## src/rtl/hack_gpio_bank.sv

```systemverilog
// hack_gpio_bank: memory-mapped GPIO bank for the Hack SoC data bus.
// NUM_PORTS ports, each with OUT/DIR/IN/EDGE registers, per-bit direction,
// synchronised pad inputs, sticky rising-edge capture and a combined irq.
module hack_gpio_bank #(
  parameter int unsigned WORD_WIDTH    = 16,
  parameter int unsigned ADDRESS_WIDTH = 15,
  parameter int unsigned NUM_PORTS     = 2,
  parameter logic [ADDRESS_WIDTH-1:0] BASE_ADDRESS = 'h6001,
  parameter int unsigned SYNC_STAGES   = 2
) (
  input  logic                             clk,
  input  logic                             reset_n,
  input  logic                             bus_strobe,
  input  logic [ADDRESS_WIDTH-1:0]         address,
  input  logic                             write_enable,
  input  logic [WORD_WIDTH-1:0]            data_in,
  output logic [WORD_WIDTH-1:0]            data_out,
  output logic                             hit,
  input  logic [NUM_PORTS*WORD_WIDTH-1:0]  gpio_in,
  output logic [NUM_PORTS*WORD_WIDTH-1:0]  gpio_out,
  output logic [NUM_PORTS*WORD_WIDTH-1:0]  gpio_oe,
  output logic                             irq
);

  localparam int unsigned BUS_W    = NUM_PORTS * WORD_WIDTH;
  localparam int unsigned WIN_SIZE = 4 * NUM_PORTS;
  localparam int unsigned SEL_W    = ADDRESS_WIDTH - 2;
  localparam int unsigned CNT_W    = $clog2(SYNC_STAGES + 2);
  // Edge detection is armed once the chain and the delayed copy hold a real pad sample.
  localparam logic [CNT_W-1:0] ARM_CNT = CNT_W'(SYNC_STAGES + 1);

  localparam logic [1:0] REG_OUT  = 2'd0;
  localparam logic [1:0] REG_DIR  = 2'd1;
  localparam logic [1:0] REG_IN   = 2'd2;
  localparam logic [1:0] REG_EDGE = 2'd3;

  // Reject illegal configurations at elaboration.
  if ((NUM_PORTS < 1) || (NUM_PORTS > 8)) begin : g_bad_num_ports
    $error("hack_gpio_bank: NUM_PORTS must be in 1..8");
  end
  if ((SYNC_STAGES < 2) || (SYNC_STAGES > 3)) begin : g_bad_sync_stages
    $error("hack_gpio_bank: SYNC_STAGES must be in 2..3");
  end

  logic [WORD_WIDTH-1:0]    out_q  [NUM_PORTS];
  logic [WORD_WIDTH-1:0]    out_d  [NUM_PORTS];
  logic [WORD_WIDTH-1:0]    dir_q  [NUM_PORTS];
  logic [WORD_WIDTH-1:0]    dir_d  [NUM_PORTS];
  logic [WORD_WIDTH-1:0]    edge_q [NUM_PORTS];
  logic [WORD_WIDTH-1:0]    edge_d [NUM_PORTS];
  logic [BUS_W-1:0]         sync_q [SYNC_STAGES];
  logic [BUS_W-1:0]         prev_q;
  logic [CNT_W-1:0]         arm_cnt_q;
  logic [CNT_W-1:0]         arm_cnt_d;
  logic                     irq_q;
  logic                     irq_d;

  logic [ADDRESS_WIDTH-1:0] offset;
  logic [SEL_W-1:0]         port_sel;
  logic [1:0]               reg_sel;
  logic                     wr_en;
  logic                     armed;
  logic [BUS_W-1:0]         in_sync;
  logic [BUS_W-1:0]         dir_flat;
  logic [BUS_W-1:0]         rise;

  // Address decode: the offset wraps at ADDRESS_WIDTH, so the base compare guards below-base addresses.
  always_comb begin
    offset   = address - BASE_ADDRESS;
    port_sel = offset[ADDRESS_WIDTH-1:2];
    reg_sel  = offset[1:0];
    hit      = (address >= BASE_ADDRESS) && (offset < ADDRESS_WIDTH'(WIN_SIZE));
    wr_en    = bus_strobe && write_enable && hit;
  end

  // Flatten per-port registers onto the pad buses.
  for (genvar gp = 0; gp < NUM_PORTS; gp++) begin : g_flat
    assign gpio_out[gp*WORD_WIDTH +: WORD_WIDTH] = out_q[gp];
    assign dir_flat[gp*WORD_WIDTH +: WORD_WIDTH] = dir_q[gp];
  end

  assign gpio_oe = dir_flat;
  assign irq     = irq_q;
  assign in_sync = sync_q[SYNC_STAGES-1];
  assign armed   = (arm_cnt_q == ARM_CNT);

  // Rising edges on input-direction bits only, suppressed during the post-reset warm-up.
  always_comb begin
    rise = '0;
    if (armed) begin
      rise = in_sync & ~prev_q & ~dir_flat;
    end
  end

  // Zero-latency read mux; reads outside the window return zero.
  always_comb begin
    data_out = '0;
    for (int unsigned p = 0; p < NUM_PORTS; p++) begin
      if (hit && (port_sel == SEL_W'(p))) begin
        case (reg_sel)
          REG_OUT:  data_out = out_q[p];
          REG_DIR:  data_out = dir_q[p];
          REG_IN:   data_out = in_sync[p*WORD_WIDTH +: WORD_WIDTH];
          default:  data_out = edge_q[p];
        endcase
      end
    end
  end

  // Register next-state: bus writes, write-1-to-clear, and edge set (set wins over clear).
  always_comb begin
    irq_d     = 1'b0;
    arm_cnt_d = arm_cnt_q;
    for (int unsigned p = 0; p < NUM_PORTS; p++) begin
      out_d[p]  = out_q[p];
      dir_d[p]  = dir_q[p];
      edge_d[p] = edge_q[p];
      if (wr_en && (port_sel == SEL_W'(p))) begin
        case (reg_sel)
          REG_OUT:  out_d[p]  = data_in;
          REG_DIR:  dir_d[p]  = data_in;
          REG_EDGE: edge_d[p] = edge_q[p] & ~data_in;
          default:  ;
        endcase
      end
      edge_d[p] = edge_d[p] | rise[p*WORD_WIDTH +: WORD_WIDTH];
      irq_d     = irq_d | (|edge_q[p]);
    end
    if (!armed) begin
      arm_cnt_d = arm_cnt_q + CNT_W'(1);
    end
  end

  // Bus-visible registers, warm-up counter and irq.
  always_ff @(posedge clk or negedge reset_n) begin
    if (!reset_n) begin
      for (int unsigned p = 0; p < NUM_PORTS; p++) begin
        out_q[p]  <= '0;
        dir_q[p]  <= '0;
        edge_q[p] <= '0;
      end
      arm_cnt_q <= '0;
      irq_q     <= 1'b0;
    end else begin
      for (int unsigned p = 0; p < NUM_PORTS; p++) begin
        out_q[p]  <= out_d[p];
        dir_q[p]  <= dir_d[p];
        edge_q[p] <= edge_d[p];
      end
      arm_cnt_q <= arm_cnt_d;
      irq_q     <= irq_d;
    end
  end

  // Pad synchroniser chain and one-cycle-delayed copy of its output.
  always_ff @(posedge clk or negedge reset_n) begin
    if (!reset_n) begin
      for (int unsigned s = 0; s < SYNC_STAGES; s++) begin
        sync_q[s] <= '0;
      end
      prev_q <= '0;
    end else begin
      sync_q[0] <= gpio_in;
      for (int unsigned s = 1; s < SYNC_STAGES; s++) begin
        sync_q[s] <= sync_q[s-1];
      end
      prev_q <= in_sync;
    end
  end

endmodule

```

## config.mk

```make
export PLATFORM = sky130hd
export DESIGN_NAME = hack_gpio_bank
export DESIGN_NICKNAME = d
export VERILOG_FILES = /design/src/rtl/hack_gpio_bank.sv
export SDC_FILE = /design/constraint.sdc
export NUM_CORES = 1
export LEC_CHECK = 0
export BUFFER_PORTS_ARGS = -buffer_cell sky130_fd_sc_hd__buf_2
export CORE_ASPECT_RATIO = 0.6
export CORE_MARGIN = 1.5
export CORE_UTILIZATION = 40
export CTS_CLUSTER_DIAMETER = 50
export DETAILED_ROUTE_END_ITERATION = 16
export RECOVER_POWER = 100
export SLEW_MARGIN = 20
export SYNTH_ARGS = -nofsm -noshare
export SYNTH_HDL_FRONTEND = slang
export SYNTH_SLANG_ARGS = --single-unit
```

## constraint.sdc

```tcl
create_clock -name clk -period 3.83 [get_ports clk]
set_input_delay 0.9575 -clock clk [delete_from_list [all_inputs] [get_ports clk]]
set_output_delay 0.9575 -clock clk [all_outputs]
set_load 0.05 [all_outputs]
```

### After elaboration in Yosys (flattened, before gate mapping)

Index checks and enable logic that the tools add are counted.

| storage, ports and cells | value |
|---|---|
| register bits | 195 |
| latch bits | 0 |
| bits in writable memories | 0 |
| bits in read-only memories | 0 |
| output and inout port bits | 82 |
| memories kept | 0 |

| cells by class | value |
|---|---|
| add/sub/neg operators | 2 |
| multiply operators | 0 |
| divide/modulo/power cells | 0 |
| order comparisons | 2 |
| equal/unequal tests | 5 |
| shift-type cells | 0 |
| muxes and demuxes | 9 |
| bitwise operators | 10 |
| reductions and logical operators | 15 |

Operators by type and width:

| operator | count |
|---|---|
| 16-bit 2-to-1 mux | 6 |
| 16-bit one-hot mux with 3 select lines | 2 |
| 32-bit bitwise AND | 2 |
| 32-bit inverter | 2 |
| 16-bit bitwise AND | 2 |
| 32-bit 2-to-1 mux | 1 |
| 16-bit bitwise OR | 2 |
| 16-bit OR reduction | 2 |
| 16-bit inverter | 1 |
| 15-bit >= comparator, second input constant | 1 |
| 15-bit by 4-bit less-than comparator with 1-bit output, second input constant | 1 |
| 15-bit subtractor, second input constant | 1 |
| 13-bit by 1-bit == test with 1-bit output, second input constant | 1 |
| 13-bit logical NOT | 1 |
| 2-bit AND reduction | 4 |
| 1-bit logical AND | 7 |
| 2-bit == test, second input constant | 3 |
| 2-bit by 1-bit adder with 2-bit output, second input constant | 1 |
| 2-bit by 1-bit == test with 1-bit output, second input constant | 1 |
| 2-bit logical NOT | 1 |
| 1-bit bitwise OR | 1 |

### Longest topological paths before layout

Gate-level depths: netlist (run 1).

| logic depth | value |
|---|---|
| depth after elaboration | 7 |
| mapped depth | 7 |
| mapped depth without buffers | 4 |

### Worst setup path before layout (run 1)

Ideal clock, no wire load.

| timing path | value |
|---|---|
| path type | input to output |
| start point | in address[5] |
| end point | out data_out[10] |
| data arrival time | 3.093 ns |
| setup slack | -0.220 ns |
| stages | 5 |
| cells stage by stage | or4b_2 -> nor2_1 -> nand4b_1 -> clkbuf_1 -> o22ai_1 |

| between the ends | value |
|---|---|
| longest elaborated chain between the ends | 6 |
| elaborated cells on any way between the ends | 10 |
| those cells by class | add/sub: 1; order compare: 2; eq/ne: 1; mux: 2; reduce/logical: 4 |

RTL lines:

| element | RTL line | text |
|---|---|---|
| start, declared | 14 | `input logic [ADDRESS_WIDTH-1:0] address,` |
| 15-bit subtractor | 69 | `offset = address - BASE_ADDRESS;` |
| 15-bit by 4-bit less-than comparator with 1-bit output | 72 | `hit = (address >= BASE_ADDRESS) && (offset < ADDRESS_WIDTH'(WIN_SIZE));` |
| 1-bit logical AND | 72 |  |
| 1-bit logical AND | 99 | `if (hit && (port_sel == SEL_W'(p))) begin` |
| 16-bit 2-to-1 mux | 99 |  |
| 16-bit 2-to-1 mux (*) | 99 |  |
| end, declared | 17 | `output logic [WORD_WIDTH-1:0] data_out,` |

Mark *: on every way between the ends. The rest lies on a longest branch, timed or not.

### Final worst setup path (run 1)

Ends and elaborated chain as after synthesis.

==> results by group, run 1 <==
Yosys
  – Cell Area, Synth: 7785 um^2
  – Mux cell area share after synthesis: 19.14%
  – Synth top cells by count: 195 x dfrtp_1, 55 x mux2_2, 33 x nor4bb_1
  – Cells after Synth: 504
  – Post-Synth XOR/XNOR Area: 0.1125%
  – Synth Area in Compound Gates: 4.661%
  – FF+latch count, synth: 195
  – Yosys cell types: 36
  – Synth async-reset ratio: 100.0%
  – Number of flops mapped to enable cells by yosys: 0
  – Sequential share of the synthesized area: 62.68%
  – Top cell type by total area after synthesis: dfrtp_1
  – Leading post-synthesis cells by cell area: dfrtp_1 63%, mux4_2 9.3%, mux2_2 8.0%
  – Yosys warns: 0
  – Simple-Gate Fraction of Synth Area: 10.14%
  – Main flop type after synthesis: dfrtp_1
  – Main combinational cell family by area after synthesis: multiplexers
  – Syn Nets: 572
  – Top cell type's share of synthesized area: 62.68%
  – Mapped Avg Cell Area: 15.45 um^2
  – Post-Synth Adder-Cell Area: 0.1607%
  – Most common cell in the netlist: dfrtp_1

Worst hold path
  – HP Class: reg -> reg
  – HP Start: sync_q[49]

Placement
  – Dpl hpwl: 14050 um
  – RePlAce Congestion: 0.8317
  – Port buffer count: 148

Floorplanning
  – Starting Density: 40.91%
  – Core ar.: 19030 um^2
  – Die W: 183.1 um
  – Full die area: 20340 um^2
  – # IOs: 149
  – Std cell rows: 39
  – Die height: 111.1 um

Final layout
  – Fill cells: 1704
  – Fin nets: 735
  – Synth-to-layout area growth: 19.78%
  – Area of the multi-input gates: 2592 um^2
  – Ant. Diodes: 0
  – Layout cells sized above 1: 32.99%
  – Register Area: 4880 um^2

GRT
  – All-layer global routing usage: 21.76%
  – Gr ovfl total: 0
  – Vias in the first global route: 5427
  – Initial antenna violation count: 0
  – First-pass GRT wire length: 32570 um
  – Largest net degree at the start of global routing: 103

Clock tree
  – Root Driver: clkbuf_16
  – Setup bufs post-CTS: 0
  – Hold_buf cts: 0
  – H-tree Lvls: 4
  – Clock buffer depth: 2
  – Clk sinks: 195
  – Clk slew on worst S/H paths: 0.07 ns
  – Clk_lat worst skew: 0.45 ns
  – CTS tree: yes
  – Num CTS Buffers: 17

STA
  – Final Setup Violations: 0
  – Pins Over Slew Limit: 103
  – Fmax: 0.2674 GHz
  – Setup TNS: 0 ns
  – Worst-Margin Slew: 2.493 ns
  – RSZ-0062 raised after global routing: false
  – Final worst path period need: 3.739 ns
  – Hold slack: 0.3499 ns
  – Fin crit share: 97.63%
  – Setup Skew: 0.02412 ns
  – Final Hold Viols: 0
  – Worst slew margin: -66.17%

Pwr
  – Peak VDD IR: 0.3124 mV
  – Pleak: 0.004165 uW
  – Power per Cell Area: 448.6 nW/um^2

Route
  – Vias: 5146
  – Final ANT Viol Nets: 0
  – Total Wirelength: 20650 um
  – Initial detailed-routing violation count: 455
  – Vias per cell: 5.563
  – DR pass1 iterations: 4
  – DRC: 0
  – Routed length per instance: 22.32 um

Flow run
  – Max_cap viols: 1

Critical path
  – Worst Path Arrival: 2.78 ns
  – Reg2reg start: arm_cnt_q[0]
  – Nature of the critical path endpoint: primary output
  – Largest fanout on the critical path: 9
  – Crit Path Class: in -> out
  – Startpoint types: input pin
  – CP required: 2.87 ns
  – Worst Setup SP: address[5]

Outcome
  – Failing checks: max-capacitance violations, max-slew violations
  – Status: finished with violations
[metrics by stage]
stage | utilization (%) | instances | worst slack [ns] | total power [uW] | area (um^2)
after CTS | 50.13 | 925 | 0.05024 | 4232 | 9540
after floorplan | - | 504 | -0.2201 | 2265 | 7785
after global placement | 47.01 | 894 | 0.1055 | 2393 | 8946
final | 49.00 | 925 | 0.09081 | 4183 | 9325
after detailed placement | 47.01 | 894 | 0.05657 | 2400 | 8946
after global routing | 49.00 | 925 | 0.01757 | 4341 | 9325
[state kept, by name (all words and copies together), names as in the netlist]
signal     cells
gpio_oe       32
edge_q        32
irq            1
sync_q        32
arm_cnt_q      2
prev_q        32
gpio_out      32
in_sync       32
[critical path, stage by stage]
cell and delay, ns:
buf_2 0.10, or4b_2 0.69, nor2_2 0.16, nand4b_1 0.14
buf_4 0.24, o22ai_1 0.19, clkbuf_2 0.30
[metal layers]
| metal | track usage, % | wire length (um) | up-vias |
|---|---|---|---|
| li1 | - | - | 2221 |
| met1 | 33.07 | 9873 | 2713 |
| met2 | 29.53 | 8784 | 202 |
| met3 | 7.030 | 1872 | 10 |
| met4 | 6.284 | 119 | 0 |
| met5 | 0 | 0 | - |
[repair_timing]
item / CTS / global route
setup endpoints to repair: 0 / 5
hold endpoints to repair: 0 / 0
resized for setup: 0 / 4
[area by class of cell]
| type | count | share of cell area, % |
|---|---|---|
| clock buffers | 18 | 4.602 |
| clock inverters | 13 | 1.771 |
| inverters | 32 | 1.288 |
| multi-input cells | 250 | 27.80 |
| flip-flops and latches | 195 | 52.33 |
| well taps | 246 | 3.301 |
| repair buffers | 171 | 8.909 |
[cell usage in the layout, fill, tap and decap left out, types with 5 or more instances in the layout]
cell type / netlist / routed
nor4bb_1: 33 / 33
o22ai_1: 16 / 16
clkbuf_1: 18 / 73
buf_4: 1 / 9
nand3_1: 16 / 16
nand4_1: 18 / 18
mux2_1: 0 / 7
nor4_1: 8 / 9
clkbuf_16: 0 / 17
dfrtp_1: 195 / 195
inv_6: 0 / 6
inv_1: 32 / 32
buf_2: 1 / 63
mux2_2: 55 / 55
clkbuf_2: 0 / 20
clkbuf_4: 0 / 5
mux4_2: 32 / 32
a21o_1: 32 / 32
[path summary, 6_finish.rpt]
kind,to,slack [ns],cells after the start
max in group asynchronous,prev_q[2],0.66,2
min in group asynchronous,gpio_out[29],1.25,1
setup / recovery,data_out[10],0.09,7
hold reg to reg,in_sync[17],0.35,0
setup reg to reg,edge_q[13],1.94,4
hold / removal,in_sync[17],0.35,0
[kinds of logic after synthesis]
family	after synthesis
AOI/OAI and AO/OA	51
xor gates and xnor gates	1
adders and majority gates	1
buffers and inverters	59
DFF	195
muxes	97
and+or+nand+nor	100
[where the power goes]
| part | internal, uW | switching (uW) | total (uW) |
|---|---|---|---|
| sequential | 2110 | 23.6 | 2130 |
| clock | 984 | 851 | 1830 |
| combinational | 91.4 | 124 | 216 |
| total | 3180 | 999 | 4180 |
No activity file was read; power rests on OpenSTA's default activity.
==> run 2, diff against run 1 <==
--- a/config.mk
+++ b/config.mk
@@ -6,11 +6,14 @@
 export NUM_CORES = 1
 export LEC_CHECK = 0
 export BUFFER_PORTS_ARGS = -buffer_cell sky130_fd_sc_hd__buf_2
+export CELL_PAD_IN_SITES_DETAIL_PLACEMENT = 1
+export CELL_PAD_IN_SITES_GLOBAL_PLACEMENT = 1
 export CORE_ASPECT_RATIO = 0.6
 export CORE_MARGIN = 1.5
 export CORE_UTILIZATION = 40
 export CTS_CLUSTER_DIAMETER = 50
 export DETAILED_ROUTE_END_ITERATION = 16
+export PLACE_DENSITY_LB_ADDON = 0.1
 export RECOVER_POWER = 100
 export SLEW_MARGIN = 20
 export SYNTH_ARGS = -nofsm -noshare
==> run 2 against run 1 <==
Effect of this change: the run still ends with max-capacitance violations, max-slew violations left; clock power shrank 3%; clock skew shrank 0.019 ns; first-iteration DRC count shrank 31%; register-to-register slack lost 0.62 ns; combinational power grew 3%; sequential share of layout area shrank 0.091 points; routed wire length grew 6.4%; largest cell class unchanged.
==> results by group, run 2 (same netlist as run 1, synthesis figures left out) <==
GRT
  – Initial antenna violation count: 0 (unchanged)
  – Gr ovfl total: 0 (unchanged)
  – All-layer global routing usage: 23.07% (was 21.76%)
  – Largest net degree at the start of global routing: 95 (was 103)
  – First-pass GRT wire length: 34310 um (was 32570 um)
  – Vias in the first global route: 5590 (was 5427)

Floorplanning
  – # IOs: 149 (unchanged)
  – Starting Density: 40.91% (unchanged)
  – Die height: 111.1 um (unchanged)
  – Full die area: 20340 um^2 (unchanged)
  – Die W: 183.1 um (unchanged)
  – Core ar.: 19030 um^2 (unchanged)
  – Std cell rows: 39 (unchanged)

Placement
  – Pre-CTS setup slack: -0.04131 ns (was 0.05657 ns)
  – Dpl hpwl: 15350 um (was 14050 um)
  – RePlAce Congestion: 0.7754 (was 0.8317)
  – Post-placement cell area: 8959 um^2 (was 8946 um^2)
  – Port buffer count: 148 (unchanged)

Critical path
  – Crit Path Class: in -> out (unchanged)
  – Max incr delay on CP: 0.60 ns (was 0.69 ns)
  – Nature of the critical path endpoint: primary output (unchanged)
  – CP max stage cell: or4_1 (was or4b_2)
  – FF-to-FF path depth: 4 (unchanged)
  – CP Cell Sequence: buf_2 > or4_1 > nor2_4 > nand4b_1 > buf_6 > o22ai_1 > buf_4 (was buf_2 > or4b_2 > nor2_2 > nand4b_1 > buf_4 > o22ai_1 > clkbuf_2)
  – Worst path bufs/invs: 3 (unchanged)
  – Reg2reg start: arm_cnt_q[0] (unchanged)
  – Startpoint types: input pin (unchanged)
  – Reg2reg end: edge_q[9] (was edge_q[13])
  – Worst path top cell family by delay: simple AND/OR/NAND/NOR gates (unchanged)
  – CP required: 2.87 ns (about the same)
  – Largest fanout on the critical path: 8 (was 9)
  – Worst Path Arrival: 2.80 ns (was 2.78 ns)
  – Flop-to-flop setup slack: 1.32 ns (was 1.94 ns)

Worst hold path
  – HP Start: sync_q[59] (was sync_q[49])
  – WHS Path Cells: 0 (unchanged)
  – HP Class: reg -> reg (unchanged)
  – Worst hold path endpoint: in_sync[27] (was in_sync[17])

Route
  – Total Wirelength: 21970 um (was 20650 um)
  – Final ANT Viol Nets: 0 (unchanged)
  – Vias per cell: 5.508 (was 5.563)
  – DR pass1 iterations: 4 (unchanged)
  – DRC: 0 (unchanged)
  – Routed length per instance: 23.60 um (was 22.32 um)
  – Initial detailed-routing violation count: 313 (was 455)
  – Vias: 5128 (was 5146)

Final layout
  – Fin nets: 740 (was 735)
  – Fin area: 9341 um^2 (was 9325 um^2)
  – Commonest non-fill, non-tap cell in the layout: dfrtp_1 (unchanged)
  – Fill cells: 1967 (was 1704)
  – Most frequent cells in the layout: 195 x dfrtp_1, 84 x clkbuf_1, 63 x buf_2 (was 195 x dfrtp_1, 73 x clkbuf_1, 63 x buf_2)
  – Layout cells sized above 1: 32.12% (was 32.99%)
  – Ant. Diodes: 0 (unchanged)
  – Synth-to-layout area growth: 19.99% (was 19.78%)

STA
  – Worst-Margin Slew: 2.384 ns (was 2.493 ns)
  – Final worst path period need: 3.755 ns (was 3.739 ns)
  – Pins Over Slew Limit: 94 (was 103)
  – Fmax: 0.2663 GHz (was 0.2674 GHz)
  – Worst slew margin: -58.95% (was -66.17%)
  – Final Setup Violations: 0 (unchanged)
  – Fin crit share: 98.04% (was 97.63%)
  – Final Hold Viols: 0 (unchanged)
  – Setup slack after layout: 0.07512 ns (was 0.09081 ns)
  – RSZ-0062 raised after global routing: false (unchanged)
  – Hold slack: 0.3473 ns (was 0.3499 ns)
  – Setup Skew: 0.005239 ns (was 0.02412 ns)

Outcome
  – Status: finished with violations (unchanged)
  – Failing checks: max-capacitance violations, max-slew violations (unchanged)

Clock tree
  – Hold_buf cts: 0 (unchanged)
  – Clock buffer depth: 2 (unchanged)
  – Clk_lat worst skew: 0.43 ns (was 0.45 ns)
  – CTS tree: yes (unchanged)
  – Num CTS Buffers: 17 (unchanged)
  – Root Driver: clkbuf_16 (unchanged)
  – Clk sinks: 195 (unchanged)
  – Clk slew on worst S/H paths: 0.07 ns (about the same)
  – H-tree Lvls: 4 (unchanged)

Pwr
  – Peak VDD IR: 0.2926 mV (was 0.3124 mV)
  – Pleak: 0.004144 uW (was 0.004165 uW)
  – Power per Cell Area: 441.3 nW/um^2 (was 448.6 nW/um^2)

Flow run
  – Max_cap viols: 1 (unchanged)
==> run 2: changes by cell type in the layout (fill, tap and decap cells not counted), sizes merged <==
cell / delta
buf: +4
clkinv: -1
clkbuf: +4
clkinvlp: +4
inv: -5
==> run 2: area by class of cell <==
type	instances	area, um^2	share of cell area (%)
inverter	32	120.1	1.286
clock inverter	11	127.6	1.366
timing repair buffer	176	848.3	9.081
sequential	195	4880	52.24
multi-input combinational	250	2608	27.91
clock buffer	21	450.4	4.822
tap	246	307.8	3.295
==> run 2: how the worst max path moves through the flow <==
stage | start | endpoint | slack, ns | cells after the start
after floorplan | address[5] | data_out[10] | -0.22 | 5
after global placement | address[5] | data_out[5] | -0.01 | 7
after detailed placement | address[5] | data_out[9] | -0.04 | 7
after CTS | address[5] | data_out[9] | 0.01 | 7
after global routing | address[7] | data_out[2] | 0.02 | 8
final | address[7] | data_out[9] | 0.08 | 7
==> run 2: metrics by stage <==
stage	util (%)	total power, uW	cells	TNS, ns
after floorplan	-	2265	504	-3.047
after global placement	47.07	2394	899	-0.02868
after CTS	50.19	4184	931	0
after detailed placement	47.07	2404	899	-0.09576
final	49.09	4122	931	0
after global routing	49.09	4274	931	0
==> run 2: power breakdown <==
| part | internal (uW) | total (uW) | switching (uW) | leakage [uW] |
|---|---|---|---|---|
| combinational | 92.4 | 222 | 130 | 0.00156 |
| clock | 983 | 1770 | 783 | 0.000268 |
| sequential | 2110 | 2130 | 23.6 | 0.00232 |
==> run 2: timing repair <==
action	4_1_cts	5_1_grt
hold endpoints to repair	0	0
pin swaps	0	1
setup buffers	0	0
gates cloned	0	0
gates resized for setup	6	4
endpoints found under the setup margin	5	11
==> run 2: routing by layer <==
layer,vias to the layer above,part of all wire (%),track usage (%)
met5,-,0,0
met4,0,0.86,5.956
met3,14,6.9,5.256
met2,164,45,33.54
met1,2724,47,34.91
li1,2226,-,-
